`config.mk`:
```
export PLATFORM = sky130hd
export DESIGN_NAME = adder4b_scoreboard
export DESIGN_NICKNAME = d
export VERILOG_FILES = /design/src/rtl/adder4b_scb_pkg.sv /design/src/rtl/scb_sync_fifo.sv /design/src/rtl/adder4b_scoreboard.sv
export SDC_FILE = /design/constraint.sdc
export NUM_CORES = 1
export LEC_CHECK = 0
export ABC_CLOCK_PERIOD_IN_PS = 2800
export CAP_MARGIN = 15
export CORE_ASPECT_RATIO = 1.2
export CORE_MARGIN = 1
export CORE_UTILIZATION = 51
export DETAILED_ROUTE_END_ITERATION = 16
export PLACE_DENSITY = 0.86
export SYNTH_ARGS = -nofsm -noshare
export SYNTH_HDL_FRONTEND = slang
export SYNTH_HIERARCHICAL = 1
export SYNTH_SLANG_ARGS = --single-unit
```
`constraint.sdc`:
```
create_clock -name clk -period 2.8 [get_ports clk]
set_input_delay 0.56 -clock clk [delete_from_list [all_inputs] [get_ports clk]]
set_output_delay 0.56 -clock clk [all_outputs]
set_load 0.01 [all_outputs]
```
`src/rtl/adder4b_scb_pkg.sv`:
```
// rtl/adder4b_scb_pkg.sv - shared types, default sizes and sum-width helper for adder4b_scoreboard
package adder4b_scb_pkg;

  typedef enum logic [1:0] {
    IDLE   = 2'd0,
    ACTIVE = 2'd1,
    HALT   = 2'd2
  } scb_state_t;

  localparam int DEF_WIDTH = 4;
  localparam int DEF_DEPTH = 8;
  localparam int DEF_CNT_W = 8;

  function automatic int sum_width(input int w);
    return w + 1;
  endfunction

endpackage

```
`src/rtl/scb_sync_fifo.sv`:
```
// rtl/scb_sync_fifo.sv - synchronous FIFO with exact level; a push on full is taken when a pop frees the slot
module scb_sync_fifo #(
  parameter int DW    = 5,
  parameter int DEPTH = 8
) (
  input  logic                     clk,
  input  logic                     rst,
  input  logic                     push,
  input  logic                     pop,
  input  logic [DW-1:0]            wdata,
  output logic [DW-1:0]            rdata,
  output logic                     full,
  output logic                     empty,
  output logic [$clog2(DEPTH):0]   level
);

  localparam int PW = $clog2(DEPTH);
  localparam int LW = PW + 1;

  logic [DW-1:0] mem [DEPTH];
  logic [PW-1:0] wr_ptr;
  logic [PW-1:0] rd_ptr;
  logic          push_ok;
  logic          pop_ok;

  assign full    = (level == LW'(DEPTH));
  assign empty   = (level == '0);
  assign pop_ok  = pop && !empty;
  assign push_ok = push && (!full || pop_ok);
  // Head is read combinationally, so a same-edge write to the same slot is never seen by this pop
  assign rdata   = mem[rd_ptr];

  always_ff @(posedge clk) begin
    if (push_ok) begin
      mem[wr_ptr] <= wdata;
    end
  end

  always_ff @(posedge clk) begin
    if (!rst) begin
      wr_ptr <= '0;
      rd_ptr <= '0;
      level  <= '0;
    end else begin
      if (push_ok) begin
        wr_ptr <= wr_ptr + 1'b1;
      end
      if (pop_ok) begin
        rd_ptr <= rd_ptr + 1'b1;
      end
      level <= level + LW'(push_ok) - LW'(pop_ok);
    end
  end

endmodule

```
`src/rtl/adder4b_scoreboard.sv`:
```
// rtl/adder4b_scoreboard.sv - expected-sum scoreboard for the 4-bit adder: queue, compare, counters, FSM
// Optional SCB_STOP_ON_ERR_EN: first mismatch/underflow freezes the checker in HALT until reset.
module adder4b_scoreboard
  import adder4b_scb_pkg::*;
#(
  parameter int WIDTH = DEF_WIDTH,
  parameter int DEPTH = DEF_DEPTH,
  parameter int CNT_W = DEF_CNT_W
) (
  input  logic                        clk,
  input  logic                        rst,
  input  logic                        enable,
  input  logic [WIDTH-1:0]            A,
  input  logic [WIDTH-1:0]            B,
  input  logic                        dut_valid,
  input  logic [sum_width(WIDTH)-1:0] dut_sum,
  output logic                        mismatch,
  output logic                        underflow,
  output logic                        overflow,
  output logic [CNT_W-1:0]            match_cnt,
  output logic [CNT_W-1:0]            err_cnt,
  output logic [$clog2(DEPTH):0]      level,
  output logic [1:0]                  state
);

  localparam int SW = sum_width(WIDTH);
  localparam int LW = $clog2(DEPTH) + 1;

  scb_state_t    state_q;
  scb_state_t    state_d;
  logic [SW-1:0] sum_in;
  logic [SW-1:0] head;
  logic          full;
  logic          empty;
  logic          push_req;
  logic          pop_req;
  logic          push_acc;
  logic          pop_acc;
  logic          is_match;
  logic          is_mis;
  logic          is_under;
  logic          is_over;
  logic          err_evt;
  logic [LW-1:0]    level_d;
  logic [CNT_W-1:0] err_d;
  logic [CNT_W-1:0] match_d;

  // HALT masks both strobes, which freezes the queue, counters and pulses together
  assign push_req = enable && (state_q != HALT);
  assign pop_req  = dut_valid && (state_q != HALT);
  assign sum_in   = SW'(A) + SW'(B);

  scb_sync_fifo #(
    .DW    (SW),
    .DEPTH (DEPTH)
  ) u_fifo (
    .clk   (clk),
    .rst   (rst),
    .push  (push_req),
    .pop   (pop_req),
    .wdata (sum_in),
    .rdata (head),
    .full  (full),
    .empty (empty),
    .level (level)
  );

  assign pop_acc  = pop_req && !empty;
  assign push_acc = push_req && (!full || pop_acc);
  assign is_match = pop_acc && (head == dut_sum);
  assign is_mis   = pop_acc && (head != dut_sum);
  assign is_under = pop_req && empty;
  assign is_over  = push_req && full && !pop_req;
  assign err_evt  = is_mis || is_under;

  assign level_d = level + LW'(push_acc) - LW'(pop_acc);
  assign err_d   = (err_evt && (err_cnt != '1)) ? err_cnt + CNT_W'(1) : err_cnt;
  assign match_d = (is_match && (match_cnt != '1)) ? match_cnt + CNT_W'(1) : match_cnt;

  always_comb begin
    state_d = state_q;
    unique case (state_q)
      IDLE:    if (push_acc) state_d = ACTIVE;
      ACTIVE:  if (!push_acc && (level_d == '0) && (err_d == '0)) state_d = IDLE;
      default: state_d = state_q;
    endcase
`ifdef SCB_STOP_ON_ERR_EN
    if ((state_q != HALT) && err_evt) state_d = HALT;
`endif
  end

  always_ff @(posedge clk) begin
    if (!rst) begin
      state_q   <= IDLE;
      mismatch  <= 1'b0;
      underflow <= 1'b0;
      overflow  <= 1'b0;
      match_cnt <= '0;
      err_cnt   <= '0;
    end else begin
      state_q   <= state_d;
      mismatch  <= is_mis;
      underflow <= is_under;
      overflow  <= is_over;
      match_cnt <= match_d;
      err_cnt   <= err_d;
    end
  end

  assign state = state_q;

endmodule
```
==> summary.txt <==
Logic synthesis
  – Compound-cell area share of the yosys netlist: 5.99%
  – Top cell type's share of synthesized area: 32.8%
  – Mux cell area share after synthesis: 9.89%
  – Primary FF master, synth: edfxtp_1
  – Post-Synth XOR/XNOR Area: ~6.0%
  – Post-synthesis adder-cell area fraction: 7.46%
  – Sequential area share after synthesis: 50.9%
  – Largest family of logic cells by synthesized area: simple AND/OR/NAND/NOR gates
  – Avg Cell Area, Syn: 11.7 um2
  – Post-Syn Nets: between 300 and 400
  – Async S/R FF share, synth: 0%
  – Dominant cells by area after synthesis: edfxtp_1 (33%), dfxtp_1 (18%), mux4_2 (6.2%)
  – Post-Syn Instances: 312
  – Number of synthesized flops with an enable pin: 40
  – Synth area leader: edfxtp_1
  – Netlist cell types: 53
  – Synthesized flop and latch total: 73
  – Synthesized cell area: 3660 um2
  – YS warnings: 6
  – Simple-gate area share of the yosys netlist: 15.1%

Critical path
  – Reg2reg end: state[0]
  – Critical Path AT: 2.98 ns
  – Cell Chain, Critical Path: inv_2, ha_2, nor3b_4, nand2b_4, nand2_1, nand2_2, ha_4, inv_2, ha_4, inv_1, fa_2, o2111a_1, o2111ai_2, a21oi_1, a31oi_1
  – Largest fanout on the critical path: 4
  – Flop-to-flop setup slack: 0.04 ns
  – Critical path origin: u_fifo/level[3]
  – Crit-path slowest cell: fa_2
  – WP data required: 3.02 ns
  – CP endpoint kind: flip-flop
  – Reg2Reg Depth: 15
  – Startpoint types: flip-flop
  – Origin of the critical flop-to-flop path: u_fifo/level[3]
  – Worst path max stage delay: about 0.51 ns
  – Kind of critical path: reg2reg

GRT
  – Grt ovf: 0
  – GRT Total Usage: 21.4%
  – Number of global-route vias before repair: ~2500
  – First-pass GRT wire length: 11900 um
  – Initial antenna violation count: 0
  – Largest net degree at the start of global routing: 17

Die
  – Initial Util: a little over half
  – Row cnt: 33
  – Core Region: 6900 um2
  – Die W: ~79 um
  – Die H: 94.8 um
  – Ports: between 40 and 50
  – Die area: around 7500 um2

Min path
  – Hold_sp: u_fifo/rd_ptr[1]
  – Hold path cells: 2
  – Worst Hold Class: reg2reg

Run
  – Max_cap viols: 0

Clock tree
  – Clk_lat worst skew: roughly 0.35 ns
  – Worst-path clk slew: 0.08 ns
  – Root Driver: clkbuf_8
  – Clock Sinks: between 70 and 80
  – H-Tree Depth: 3
  – CTS tree: done
  – Post-CTS Hold Fix Bufs: 0
  – CTS Buffer Depth: 2
  – CTS buffer count: 9

Status
  – Outcome: finished, final reports clean

Timing
  – Final Hold Vio Count: 0
  – Tcrit/Tclk final: about 99%
  – Relative slew margins: between 50% and 60%
  – Setup slack after layout: approximately 0.038 ns
  – # setup viols final: 0
  – Worst-Margin Slew: 0.675 ns
  – Crit path time final: 2.76 ns
  – F_max: roughly 0.36 GHz
  – Fin Clk Skew: between 0.009 and 0.01 ns
  – Max-slew violations: 0
  – WHS: just over 0.5 ns

Power and ir drop
  – Static Leak: 1.71 nW
  – Max VDD drop: 0.402 mV
  – Pwr/cell area: 758 nW/um2

Routing
  – Total Wirelength: approximately 7400 um
  – DR pass1 iterations: 4
  – Post-route DRC: 0
  – Routed Antenna Nets: 0
  – Vias: between 2000 and 3000
  – Routed vias/inst: approximately 5.6
  – DRT iter0 DRCs: 89
  – WL/cell: 15.9 um

Layout
  – Fin util: 66.3%
  – Nets: 410
  – Antenna Cells: 0
  – Area grow syn2layout: 25.0%
  – Layout cell share with drive strength beyond 1: 20.9%

Placed design
  – Placement Setup Slack: -0.225 ns
  – Detailed placement HPWL: 5330 um
  – Gp weighted congestion: approximately 0.86
  – PortBufs: 40
state kept, by name (all words and copies together), names as in the netlist, named ones only:
name	count
underflow	1
u_fifo/rd_ptr	3
overflow	1
u_fifo/wr_ptr	3
match_cnt	8
u_fifo/mem	40
u_fifo/level	4
err_cnt	8
mismatch	1
state	1
cells in the mapped netlist (all sizes together), types with 2 or more instances:
library cell / instances
nor2b: 6
mux2: 5
nor3: 11
and4b: 2
xnor2: 8
mux4: 10
a211oi: 2
a21oi: 4
clkbuf: 7
xor2: 17
and2: 4
mux2i: 8
fa: 3
inv: 21
o21ai: 6
nor2: 20
nand3: 7
nand2b: 6
a31o: 2
and3: 5
nor4: 2
edfxtp: 40
and3b: 2
nand2: 26
a31oi: 4
a21o: 3
dfxtp: 33
ha: 17
o2111a: 2
nand4: 8
buf: 7
worst max-delay path, delay by kind of cell, from the launching register on:
family                     cells  cell delay (ns)
AOI/OAI and AO/OA              4             0.58
adders and majority gates      4             1.01
buffers and inverters          3             0.18
DFF                            1             0.37
and+or+nand+nor                4             0.50
report_power, final:
group          internal [mW]  total [mW]  switching (mW)
clock                  0.428       0.865           0.436
sequential              1.28        1.39           0.107
combinational          0.624        1.22           0.592
worst max path at each step:
stage                          end  slack (ns)
after detailed placement  state[0]       -0.23
after floorplan           state[0]      0.0006
after global placement    state[0]        -0.1
after CTS                 state[0]       0.002
after global routing      state[0]        -0.1
final                     state[0]        0.04
per-stage QoR:
step | power (mW) | cell area, um2 | cells | setup TNS (ns)
6_report | 3.47 | 4570 | 465 | 0
5_1_grt | 3.66 | 4570 | 465 | -0.109
4_1_cts | 3.38 | 4480 | 462 | 0
3_5_place_dp | 2.50 | 4260 | 446 | -0.225
3_3_place_gp | 2.44 | 4260 | 446 | -0.0998
2_1_floorplan | 2.12 | 3660 | 312 | 0
metal layers:
metal	vias to the layer above	track usage (%)	share of wire [%]
li1	1242	-	-
met1	1244	23.0	40
met2	77	37.8	54
met3	23	4.93	2.9
met4	0	13.0	3.6
met5	-	0	0
layout by cell type (no fill, tap or decap), types with 3 or more instances in the layout:
cell type | netlist | routed
buf_4 | 2 | 24
inv_2 | 0 | 3
a21oi_1 | 4 | 4
nor2b_1 | 6 | 6
mux2_2 | 5 | 5
inv_6 | 0 | 3
and3_1 | 5 | 5
clkbuf_8 | 0 | 9
xnor2_1 | 8 | 8
nand2b_1 | 6 | 5
mux2i_1 | 8 | 8
nand2_1 | 26 | 25
mux4_2 | 10 | 10
nor3_1 | 10 | 10
nor2_1 | 19 | 19
ha_4 | 0 | 3
and2_1 | 4 | 4
nand4_1 | 8 | 8
ha_1 | 17 | 13
a21o_1 | 3 | 3
clkdlybuf4s50_1 | 0 | 40
inv_1 | 21 | 17
a31oi_1 | 3 | 3
dfxtp_1 | 33 | 31
nand3_1 | 7 | 6
xor2_1 | 17 | 17
edfxtp_1 | 40 | 40
o21ai_0 | 6 | 6
final cells by class:
class / instances / area [um2]
fill: 465 / 2320
sequential: 73 / 1870
multi-input combinational: 203 / 1710
timing repair buffer: 65 / 601
clock buffer: 9 / 124
tap: 87 / 109
clock inverter: 7 / 83.8
inverter: 21 / 81.3
logic make-up after synthesis:
kind of cell | Yosys count
XOR/XNOR | 25
AND/OR/NAND/NOR | 105
AO/OA/AOI/OAI | 29
flip-flops | 73
multiplexers | 23
adder cells (fa/ha/maj) | 20
other | 1
buffers and inverters | 36
what timing repair did:
action | 4_1_cts | 5_1_grt
endpoints found under the hold margin | 0 | 0
pin swaps | 1 | 8
endpoints found under the setup margin | 1 | 7
setup buffers | 0 | 3
gates resized for setup | 4 | 18
Power figures use the tool's default switching activity.
